File: src/rtl/key_reduction_ctrl_if.sv
// Bus bundle between the key loader, the reduction datapath and the consumer.
// master drives the key words, the reduced key and the consumer handshake;
// slave is the controller side.
interface key_reduction_ctrl_if;
    logic         abort;
    logic         wr_valid;
    logic         wr_ready;
    logic [31:0]  wr_data;
    logic         wr_last;
    logic [511:0] key_bus;
    logic         red_start;
    logic [15:0]  red_key_in;
    logic         out_valid;
    logic         out_ready;
    logic [15:0]  out_key;
    logic         err;
    logic         busy;

    modport master (
        output abort, wr_valid, wr_data, wr_last, red_key_in, out_ready,
        input  wr_ready, key_bus, red_start, out_valid, out_key, err, busy
    );

    modport slave (
        input  abort, wr_valid, wr_data, wr_last, red_key_in, out_ready,
        output wr_ready, key_bus, red_start, out_valid, out_key, err, busy
    );
endinterface

File: src/rtl/key_reduction_ctrl.sv
// Key reduction controller: assembles sixteen 32-bit key words into a 512-bit
// key, launches the external reduction datapath, waits LAT cycles (1..15) for
// its result, and presents the 16-bit reduced key on a valid/ready output.
// The assembled key is zeroized as soon as it is no longer needed.
module key_reduction_ctrl #(
    parameter int LAT = 1
) (
    input  logic           clk,
    input  logic           rst_n,
    key_reduction_ctrl_if.slave bus
);
    localparam int         DATA_W    = 32;
    localparam logic [2:0] IDLE      = 3'd0;
    localparam logic [2:0] LOAD      = 3'd1;
    localparam logic [2:0] RUN       = 3'd2;
    localparam logic [2:0] WAIT      = 3'd3;
    localparam logic [2:0] HOLD      = 3'd4;
    localparam logic [3:0] LAST_WORD = 4'd15;
    localparam logic [3:0] WAIT_LAST = 4'(LAT - 1);

    logic [2:0]   state;
    logic [3:0]   word_cnt;
    logic [3:0]   wait_cnt;
    logic [511:0] key_q;
    logic [15:0]  out_key_q;
    logic         err_q;
    logic         wr_ready_int;
    logic         accept;
    logic         frame_bad;

    // Ready is gated by rst_n so it stays low for the whole reset and rises
    // as soon as reset is released.
    assign wr_ready_int = rst_n & ((state == IDLE) | (state == LOAD));
    assign accept       = bus.wr_valid & wr_ready_int;
    // wr_last must be set on word 15 and only on word 15.
    assign frame_bad    = bus.wr_last != (word_cnt == LAST_WORD);

    assign bus.wr_ready  = wr_ready_int;
    assign bus.key_bus   = key_q;
    assign bus.red_start = (state == RUN);
    assign bus.out_valid = (state == HOLD);
    assign bus.out_key   = out_key_q;
    assign bus.err       = err_q;
    assign bus.busy      = (state != IDLE);

    // Main sequencer: word assembly, launch, wait, capture and output hold.
    // abort overrides every transition but leaves out_key and err alone.
    always_ff @(posedge clk or negedge rst_n) begin
        if (!rst_n) begin
            state     <= IDLE;
            word_cnt  <= '0;
            wait_cnt  <= '0;
            key_q     <= '0;
            out_key_q <= '0;
            err_q     <= 1'b0;
        end else if (bus.abort) begin
            state    <= IDLE;
            word_cnt <= '0;
            wait_cnt <= '0;
            key_q    <= '0;
        end else begin
            case (state)
                IDLE, LOAD: begin
                    if (accept) begin
                        if (frame_bad) begin
                            err_q    <= 1'b1;
                            key_q    <= '0;
                            word_cnt <= '0;
                            state    <= IDLE;
                        end else begin
                            key_q[{word_cnt, 5'd0} +: DATA_W] <= bus.wr_data;
                            // Wraps back to zero after word 15.
                            word_cnt <= word_cnt + 4'd1;
                            if (state == IDLE) begin
                                err_q <= 1'b0;
                            end
                            state <= (word_cnt == LAST_WORD) ? RUN : LOAD;
                        end
                    end
                end
                RUN: begin
                    wait_cnt <= '0;
                    state    <= WAIT;
                end
                WAIT: begin
                    if (wait_cnt == WAIT_LAST) begin
                        out_key_q <= bus.red_key_in;
                        key_q     <= '0;
                        wait_cnt  <= '0;
                        state     <= HOLD;
                    end else begin
                        wait_cnt <= wait_cnt + 4'd1;
                    end
                end
                HOLD: begin
                    if (bus.out_ready) begin
                        state <= IDLE;
                    end
                end
                default: begin
                    state    <= IDLE;
                    word_cnt <= '0;
                    wait_cnt <= '0;
                    key_q    <= '0;
                end
            endcase
        end
    end
endmodule
File: src/flat_wrapper.sv
// flat-port wrapper written by rule: the top's interface ports become plain ports
module key_reduction_ctrl_flat 
#(
    parameter int LAT = 1
)
  (clk, rst_n, bus_abort, bus_wr_valid, bus_wr_data, bus_wr_last, bus_red_key_in, bus_out_ready, bus_wr_ready, bus_key_bus, bus_red_start, bus_out_valid, bus_out_key, bus_err, bus_busy);
  key_reduction_ctrl_if bus_i ();
  input  logic clk;
  input  logic rst_n;
  input wire logic [$bits(bus_i.abort)-1:0] bus_abort;
  input wire logic [$bits(bus_i.wr_valid)-1:0] bus_wr_valid;
  input wire logic [$bits(bus_i.wr_data)-1:0] bus_wr_data;
  input wire logic [$bits(bus_i.wr_last)-1:0] bus_wr_last;
  input wire logic [$bits(bus_i.red_key_in)-1:0] bus_red_key_in;
  input wire logic [$bits(bus_i.out_ready)-1:0] bus_out_ready;
  output wire logic [$bits(bus_i.wr_ready)-1:0] bus_wr_ready;
  output wire logic [$bits(bus_i.key_bus)-1:0] bus_key_bus;
  output wire logic [$bits(bus_i.red_start)-1:0] bus_red_start;
  output wire logic [$bits(bus_i.out_valid)-1:0] bus_out_valid;
  output wire logic [$bits(bus_i.out_key)-1:0] bus_out_key;
  output wire logic [$bits(bus_i.err)-1:0] bus_err;
  output wire logic [$bits(bus_i.busy)-1:0] bus_busy;
  assign bus_i.abort = bus_abort;
  assign bus_i.wr_valid = bus_wr_valid;
  assign bus_i.wr_data = bus_wr_data;
  assign bus_i.wr_last = bus_wr_last;
  assign bus_i.red_key_in = bus_red_key_in;
  assign bus_i.out_ready = bus_out_ready;
  assign bus_wr_ready = bus_i.wr_ready;
  assign bus_key_bus = bus_i.key_bus;
  assign bus_red_start = bus_i.red_start;
  assign bus_out_valid = bus_i.out_valid;
  assign bus_out_key = bus_i.out_key;
  assign bus_err = bus_i.err;
  assign bus_busy = bus_i.busy;
  key_reduction_ctrl #(.LAT(LAT)) u_core (.clk(clk), .rst_n(rst_n), .bus(bus_i));
endmodule
File: config.mk
export PLATFORM = sky130hd
export DESIGN_NAME = key_reduction_ctrl_flat
export DESIGN_NICKNAME = d
export VERILOG_FILES = /design/src/rtl/key_reduction_ctrl_if.sv /design/src/rtl/key_reduction_ctrl.sv /design/src/flat_wrapper.sv
export SDC_FILE = /design/constraint.sdc
export NUM_CORES = 1
export LEC_CHECK = 0
export BUFFER_PORTS_ARGS = -buffer_cell sky130_fd_sc_hd__buf_2
export CORE_MARGIN = 10
export CORE_UTILIZATION = 45
export CTS_BUF_LIST = sky130_fd_sc_hd__clkbuf_4 sky130_fd_sc_hd__clkbuf_8
export CTS_CLUSTER_DIAMETER = 30
export DETAILED_ROUTE_END_ITERATION = 12
export HOLD_SLACK_MARGIN = 0.06
export PLACE_DENSITY = 0.72
export SLEW_MARGIN = 10
export SYNTH_ARGS = -nofsm -noshare
export SYNTH_HDL_FRONTEND = slang
export SYNTH_SLANG_ARGS = --single-unit
export TNS_END_PERCENT = 5
File: constraint.sdc
create_clock -name clk -period 3.6 [get_ports clk]
set_clock_uncertainty 0.05 [all_clocks]
set_input_delay 0.18 -clock clk [delete_from_list [all_inputs] [get_ports clk]]
set_output_delay 0.18 -clock clk [all_outputs]
set_load 0.005 [all_outputs]
# --- Word-level counts from Yosys, hierarchy flattened ---
# Cells that the tools add are included.
totals:
  regBits: 540
  input_bits: 54
  elab_cells: 62
op_classes:
  add_sub_neg: 3
  n_eq_ne: 12
  shift: 2
  mux: 22
  n_bitwise: 4
  reduce_logical: 13
ops:
  columns: ["op", "count"]
  rows:
  - ["512-bit 2-to-1 mux", 4]
  - ["512-bit case mux with 3 select lines", 1]
  - ["512-bit bitwise mux", 1]
  - ["32-bit by 11-bit variable shift with 512-bit output (first input constant)", 1]
  - ["32-bit by 11-bit variable part select with 512-bit output", 1]
  - ["4-bit 2-to-1 mux", 5]
  - ["4-bit case mux with 2 select lines", 2]
  - ["3-bit 2-to-1 mux", 5]
  - ["3-bit case mux with 4 select lines", 1]
  - ["9-bit negator with 11-bit output", 1]
  - ["3-bit AND reduction", 3]
  - ["4-bit by 1-bit adder with 4-bit output (second input constant)", 2]
  - ["3-bit by 2-bit equality test with 1-bit output (second input constant)", 2]
  - ["2-bit by 1-bit != test with 1-bit output (second input constant)", 3]
  - ["3-bit by 2-bit != test with 1-bit output (second input constant)", 2]
  - ["3-bit OR reduction", 2]
  - ["4-bit equality test (second input constant)", 1]
  - ["4-bit logical NOT", 1]
  - ["4-bit AND reduction", 1]
  - ["2-bit OR reduction", 2]
  - ["3-bit by 1-bit equality test with 1-bit output (second input constant)", 1]
  - ["3-bit equality test (second input constant)", 1]
  - ["3-bit logical NOT", 1]
  - ["3-bit != test (second input constant)", 1]
  - ["other kinds (9)", 11]

# --- Logic depth before layout (Yosys ltp) ---
# Gate-level depths: netlist (run 1).
logic_depth:
  depth_word: 7
  ltp_mapped: 11

# --- Worst setup path before layout (run 1) ---
# Ideal clock, no wire load.
synth_path:
  kind: "reg2reg"
  startpoint: "register u_core.word_cnt[3]"
  endpoint: "register u_core.key_q[255] (netlist: u_core.bus.key_bus[255])"
  t_arrival_ns: 2.677
  t_required_ns: 3.484
  setup_slack_ns: 0.807
  path_stages_with_launch: 11
  path_buffers: 3
  path_cell_list: "dfrtp_1 -> clkbuf_1 -> nand3_1 -> ha_1 -> or4_1 -> clkbuf_1 -> nor2_2 -> nand4b_1 -> nor2_1 -> buf_2 -> a22o_1"
synth_between:
  word_cells_on_any_way: 10
  cone_classes: "add/sub (1); eq/ne (2); shift (2); mux (5)"
synth_lines:
  columns: ["element", "line", "source"]
  rows:
  - ["from (decl)", "key_reduction_ctrl.sv:22", "logic [3:0] word_cnt;"]
  - ["from (signal assigned)", "key_reduction_ctrl.sv:73", "word_cnt <= word_cnt + 4'd1;"]
  - ["4-bit equality test", "key_reduction_ctrl.sv:36", "assign frame_bad = bus.wr_last != (word_cnt == LAST_WORD);"]
  - ["1-bit != test", "key_reduction_ctrl.sv:36", null]
  - ["net u_core.frame_bad", "key_reduction_ctrl.sv:29", "logic frame_bad;"]
  - ["512-bit 2-to-1 mux", "key_reduction_ctrl.sv:65", "if (frame_bad) begin"]
  - ["512-bit 2-to-1 mux", "key_reduction_ctrl.sv:64", "if (accept) begin"]
  - ["512-bit case mux with 3 select lines", "key_reduction_ctrl.sv:62", "case (state)"]
  - ["512-bit 2-to-1 mux", "key_reduction_ctrl.sv:56", "end else if (bus.abort) begin"]
  - ["to (signal, indexed assignment)", "key_reduction_ctrl.sv:71", "key_q[{word_cnt, 5'd0} +: DATA_W] <= bus.wr_data;"]
  - ["to (decl)", "key_reduction_ctrl.sv:24", "logic [511:0] key_q;"]
# The timed path passes the listed nets, and every way through them passes these cells. The select of a mux whose other input is x is not followed.
# A chain may end at the register's enable or synchronous reset.

# --- Worst setup path after layout (run 1) ---
layout_path:
  startpoint: "register u_core.word_cnt[1]"
  endpoint: "register u_core.key_q[312] (netlist: u_core.bus.key_bus[312])"
# The elaborated chain is that of the path after synthesis.

==> results of run 1 <==
## cells in the mapped netlist, drive strengths merged, types with 2 or more instances
cell    count
buf        96
inv        12
a22o      433
o21a        3
a31oi       4
nor2       15
nand2     172
nand2b      6
nor3        7
a31o        2
nand3       7
nor3b      12
and2        2
a211oi      2
dfrtp     540
mux2       17
a21oi      10
or2         3
o22ai       3
and3        3
nor4        8
clkbuf     87
or3         2
o21ai      97
or4         2
nor2b       5
ha          8
o221ai      2
nand3b      3
or4b        2
## report_power, final
part | leakage [nW] | internal, W | switching (W)
clock network | 1.22 | 0.00422 | 0.00273
logic | 5.91 | 0.000385 | 0.00104
registers | 7.54 | 0.00615 | 0.0000610
total | 14.7 | 0.0108 | 0.00383
## through the flow
stage               hold WS [ns]  instance area [µm²]  instances
finish                     0.232                27100       2881
global route               0.201                27100       2881
CTS                        0.167                27100       2879
detailed placement        0.0718                24000       2632
global placement          0.0690                24000       2632
floorplan                 -0.166                20400       1576
## how the worst min path moves through the flow
stage / from / to / slack [ns] / cells past startpoint
2_1_floorplan: rst_n / u_core.bus.err / -0.17 / 0
3_3_place_gp: rst_n / u_core.bus.key_bus[166] / 0.07 / 1
3_5_place_dp: rst_n / u_core.bus.key_bus[166] / 0.07 / 1
4_1_cts: bus_red_key_in[5] / u_core.bus.out_key[5] / 0.17 / 3
5_1_grt: bus_red_key_in[1] / u_core.bus.out_key[1] / 0.20 / 3
6_report: bus_red_key_in[2] / u_core.bus.out_key[2] / 0.23 / 3
## worst min-delay path: cells and delay by family
family                 cells  cell delay, ns
buffers and inverters      2            0.60
muxes                      1            0.13
## timing repair
item	CTS	global route
hold buffers	58	0
setup buffers	0	1
endpoints found under the setup margin	0	81
endpoints found under the hold margin	703	0
## metal layers
layer	share of wire [%]	GRT usage (%)	up-vias
met1	38	36.3	8742
li1	-	-	7050
met5	0	0	-
met2	48	46.3	1172
met3	10	8.17	212
met4	4.1	11.9	0
## kinds of logic (layout without fill, tap and decap cells)
kind of cell / Yosys count / after routing / share of synthesized area [%]
simple gates: 255 / 255 / 6.05
fa+ha+maj: 8 / 8 / 0.492
compound gates: 560 / 560 / 22.0
flops: 540 / 540 / 66.4
buf+inv: 195 / 907 / 4.14
mux: 18 / 18 / 0.989
other cells: 0 / 1 / 0
## flip-flops by register name, summed over array words and instances (netlist names)
name                count
u_core.bus.err          1
u_core.state            3
u_core.bus.key_bus    512
u_core.word_cnt         4
u_core.bus.out_key     16
u_core.wait_cnt         4
## layout make-up
| type | count | area (µm²) |
|---|---|---|
| clock inverters | 50 | 661 |
| inverters | 12 | 45.0 |
| flip-flops and latches | 540 | 13500 |
| well taps | 592 | 741 |
| multi-input cells | 841 | 6210 |
| clock buffers | 139 | 1760 |
| diodes | 1 | 2.50 |
| fillers | 3500 | 17400 |
| repair buffers | 706 | 4130 |
==> results.ini, run 1 <==
[sta]
final-setup-viol-count=0
fin_setup_tns_ns=0
period_needed_ns=3.33
relSlewSlack_pct=35.5
setup_slack_ns=0.271
fmax_mhz=300
rsz0062_at_grt=false
finalHoldViolations=0
slew_violations=0
max_slew.worst_pin.slew_ns=0.968
fin_crit_sh_pct=92.5

[setup_path]
r2r_end=u_core.bus.key_bus[312]
cp_data_arrival_time_ns=3.89
setup.worst_path.start=u_core.word_cnt[1]
worstPathRequired_ns=4.17
crit_buf_inv=2
worst_setup_path_end_kind=register
path_class=reg2reg
cp-start-kind=register
crit_fanout=22
reg2reg_from=u_core.word_cnt[1]
cp_slowest_stage_delay_ns=0.54
crit_chain=ha_1, nand3_1, ha_1, nor4_4, nand3_2, buf_4, nor4_4, buf_4, a22o_1
crit_slowest_cell=dfrtp_1
cp_top_family=simple AND/OR/NAND/NOR gates
path_depth=9
endpoint=u_core.bus.key_bus[312]
reg2reg_depth=9
ff2ff_setup_slack_ns=0.27

[route]
remaining_drc_errors=0
antenna_left=0
drt_iter0_drc=1777
avgViaCountPerCell=5.96
wl_per_cell_um=28.0
via_count=17176
drt-pass1-iter-count=7
wirelength_mm=80.6

[worst_hold_path]
hold_class=in2reg

[synth]
ys_warn_count=0
syn_area_um2=20400
avgSynthCellArea_um2=12.9
yosys-top-cells-area=dfrtp_1 (66%), a22o_1 (19%), nand2_1 (3.2%)
synthesis.nets=1638
postSynthCellCount=1576
synth_seq_cells=540
synth_cell_type_count=50
synth_top_area_share_pct=66.4
synth_ff_type=dfrtp_1
yosysTopAreaCell=dfrtp_1
async_reset_ff_share_pct=100
ys_seq_area_share_pct=66.4
synth-edff-count=0

[power_and_ir_drop]
power.density_nw_per_um2=539
leakagePower_nw=14.7
peakVddDrop_mv=0.373
finalPower_w=0.0146

[floorplan]
core_um2=44500
dieArea_um2=54200
start_util_pct=45.7
core.rowCount=77
fp.dieW_um=233
ios=587
die_height_um=233

[cells_and_area]
fin_util_pct=60.8
drive_above_1_share_pct=38.9
final_nets=2264
mostFrequentLayoutCells=buf_2 (585), dfrtp_1 (540), a22o_1 (433)
area.growth.synth_to_final_pct=32.9
layout_commonest_cell=buf_2

[global_route]
track_usage_pct=28.9
grt_pass1_vias=17267
antenna_found_initial=1
grt_first_pass_wirelength_mm=117
grt_max_degree=182
overflow=0

[clocking]
post_cts_resized=0
cts_buffer_depth=3
clkSinkCount=540
htreeDepth=3
clk_pin_slew_ns=0.06
cts_tree=done
numCtsBuffers=101
insertion_delay_ns=0.68
cts-root-buf=clkbuf_8

[placement]
port_buffers=586
preCtsSetupSlack_ns=0.228
place_hpwl_mm=54.9
gp_congestion=0.902

[status]
status=finished, final reports clean

[flow_run]
drv_cap=0

(Power assumes the default switching activity.)
==> run 2: changes to the inputs <==
--- a/config.mk
+++ b/config.mk
@@ -6,13 +6,13 @@
 export NUM_CORES = 1
 export LEC_CHECK = 0
 export BUFFER_PORTS_ARGS = -buffer_cell sky130_fd_sc_hd__buf_2
-export CORE_MARGIN = 10
-export CORE_UTILIZATION = 45
+export CORE_AREA = 2 2 229 231
 export CTS_BUF_LIST = sky130_fd_sc_hd__clkbuf_4 sky130_fd_sc_hd__clkbuf_8
 export CTS_CLUSTER_DIAMETER = 30
 export DETAILED_ROUTE_END_ITERATION = 12
+export DIE_AREA = 0 0 231 233
 export HOLD_SLACK_MARGIN = 0.06
-export PLACE_DENSITY = 0.72
+export PLACE_DENSITY = 0.65
 export SLEW_MARGIN = 10
 export SYNTH_ARGS = -nofsm -noshare
 export SYNTH_HDL_FRONTEND = slang
==> results.ini, run 2 (synthesis results as in run 1) <==
[status]
status=finished, final reports clean  ; unchanged

[flow_run]
drv_cap=0  ; unchanged

[setup_path]
cp_top_family=simple AND/OR/NAND/NOR gates  ; unchanged
crit_top_cell=ha_1
cp_data_arrival_time_ns=3.95  ; was 3.89 ns
crit_slowest_cell=or4_1  ; was dfrtp_1
cp_slowest_stage_delay_ns=0.57  ; was 0.54 ns
path_depth=9  ; unchanged
reg2reg_depth=9  ; unchanged
cp-start-kind=register  ; unchanged
crit_buf_inv=1  ; was 2
path_class=reg2reg  ; unchanged
worstPathRequired_ns=4.17  ; about the same
crit_chain=ha_1, nand3_1, ha_1, or4_1, nor2_2, nand4b_1, nor2_4, buf_12, a22o_1  ; was ha_1, nand3_1, ha_1, nor4_4, nand3_2, buf_4, nor4_4, buf_4, a22o_1
worst_setup_path_end_kind=register  ; unchanged
crit_fanout=20  ; was 22

[placement]
place_area_um2=24200  ; was 24000 µm²
place_hpwl_mm=50.1  ; was 54.9 mm
dp_cells=2711  ; was 2632
gp_congestion=0.889  ; was 0.902
port_buffers=586  ; unchanged

[route]
drt-pass1-iter-count=5  ; was 7
wirelength_mm=76.3  ; was 80.6 mm
wl_per_cell_um=25.7  ; was 28.0 µm
avgViaCountPerCell=5.62  ; was 5.96
antenna_left=0  ; unchanged
remaining_drc_errors=0  ; unchanged
via_count=16656  ; was 17176
wl_met2_mm=36.3  ; was 38.5 mm
drt_iter0_drc=1292  ; was 1777
met1_length_mm=30.5  ; was 30.7 mm
highest-signal-layer=met4  ; unchanged
wl_met3_mm=5.95  ; was 8.09 mm

[clocking]
cts_setup_buffers=0  ; unchanged
cts_tree=done  ; unchanged
cts_buffer_depth=3  ; unchanged
numCtsBuffers=109  ; was 101
htreeDepth=3  ; unchanged
insertion_delay_ns=0.69  ; was 0.68 ns
clk_pin_slew_ns=0.06  ; about the same
cts-root-buf=clkbuf_8  ; unchanged
clkSinkCount=540  ; unchanged

[sta]
max_slew.worst_pin.slew_ns=1.04  ; was 0.968 ns
slew_violations=0  ; unchanged
fmax_mhz=296  ; was 300 MHz
fin_crit_sh_pct=94.0  ; was 92.5%
rsz0062_at_grt=false  ; unchanged
period_needed_ns=3.38  ; was 3.33 ns
final-setup-viol-count=0  ; unchanged
relSlewSlack_pct=30.6  ; was 35.5%
finalHoldViolations=0  ; unchanged
fin_setup_tns_ns=0  ; unchanged

[power_and_ir_drop]
p_clk_share_pct=47.3  ; was 47.7%
p_sw_share_pct=26.9  ; was 26.2%
peakVddDrop_mv=0.322  ; was 0.373 mV
p_switching_w=0.00390  ; was 0.00383 W
combinationalPowerShare_pct=9.8  ; about the same
internal_power_w=0.0106  ; was 0.0108 W
leakagePower_nw=14.6  ; was 14.7 nW
pwr-share-seq_pct=42.9  ; was 42.6%
power.density_nw_per_um2=533  ; was 539 nW/µm²

[cells_and_area]
mostFrequentLayoutCells=buf_2 (585), dfrtp_1 (540), a22o_1 (433)  ; unchanged
final_nets=2263  ; was 2264
drive_above_1_share_pct=38.8  ; was 38.9%
design_area_um2=27200  ; was 27100 µm²
fin_util_pct=53.2  ; was 60.8%
area.growth.synth_to_final_pct=33.4  ; was 32.9%
largest_reg_flops=512  ; unchanged
n_fill_cell=4380  ; was 3500
final_cells=2965  ; was 2881
layout_commonest_cell=buf_2  ; unchanged

[floorplan]
dieArea_um2=53800  ; was 54200 µm²
start_util_pct=39.9  ; was 45.7%
core_um2=51100  ; was 44500 µm²
fp.dieW_um=231  ; was 233 µm
ios=587  ; unchanged
core.rowCount=83  ; was 77
die_height_um=233  ; about the same

[worst_hold_path]
hold_class=in2reg  ; unchanged
hold_path_depth=3  ; unchanged

[global_route]
grt_max_degree=156  ; was 182
grt_pass1_vias=16665  ; was 17267
overflow=0  ; unchanged
track_usage_pct=28.0  ; was 28.9%
antenna_found_initial=0  ; was 1
grt_first_pass_wirelength_mm=111  ; was 117 mm

-- run 2: final cells by class --
type                            count  area (µm²)  share of cell area, %
Antenna cell                        1        2.50                0.00921
Clock buffer                      150        1910                   7.02
Clock inverter                     44         502                   1.85
Inverter                           12        45.0                  0.166
Multi-Input combinational cell    841        6220                   22.9
Sequential cell                   540       13500                   49.7
Tap cell                          680         851                   3.13
Timing Repair Buffer              697        4130                   15.2
-- run 2: final timing paths --
path,start,endpoint,slack [ns]
worst max-delay path,u_core.word_cnt[1],u_core.bus.key_bus[370],0.22
worst min-delay path,bus_red_key_in[7],u_core.bus.out_key[7],0.21
worst max register to register,u_core.word_cnt[1],u_core.bus.key_bus[370],0.22
worst min register to register,u_core.bus.key_bus[71],u_core.bus.key_bus[71],0.42
max in group asynchronous,rst_n,u_core.bus.key_bus[113],1.48
min in group asynchronous,rst_n,u_core.bus.key_bus[407],0.59
-- run 2: worst reg2reg max path, delay by kind of cell, from the launching register on --
kind                       cells  cell delay, ns
buffers and inverters          1            0.22
DFF                            1            0.56
and+or+nand+nor                5            1.68
adders and majority gates      2            0.66
AOI/OAI and AO/OA              1            0.16
-- run 2: power groups by stage --
stage | Sequential, W | Combinational [W] | Clock [W]
final | 0.00620 | 0.00142 | 0.00684
after global routing | 0.00621 | 0.00153 | 0.00727
after CTS | 0.00620 | 0.00142 | 0.00696
after detailed placement | 0.00631 | 0.00136 | 0
after global placement | 0.00630 | 0.00134 | 0
after floorplan | 0.00630 | 0.000657 | 0
-- run 2: layer usage --
metal  track usage (%)  vias up
met2              44.2      914
met3              5.91      168
met4              14.3        0
li1                  -     7048
met5                 0        -
met1              36.4     8526
-- run 2: timing repair --
action	4_1_cts	5_1_grt
endpoints found under the hold margin	725	0
hold buffers	59	0
gates resized for setup	0	0
setup endpoints to repair	0	0
-- run 2: per-stage QoR --
step	hold slack, ns	setup WS (ns)	total power (W)
floorplan	-0.166	0.807	0.00696
global placement	0.102	0.316	0.00764
detailed placement	0.113	0.241	0.00767
CTS	0.125	0.219	0.0146
global route	0.168	0.0815	0.0150
finish	0.212	0.217	0.0145
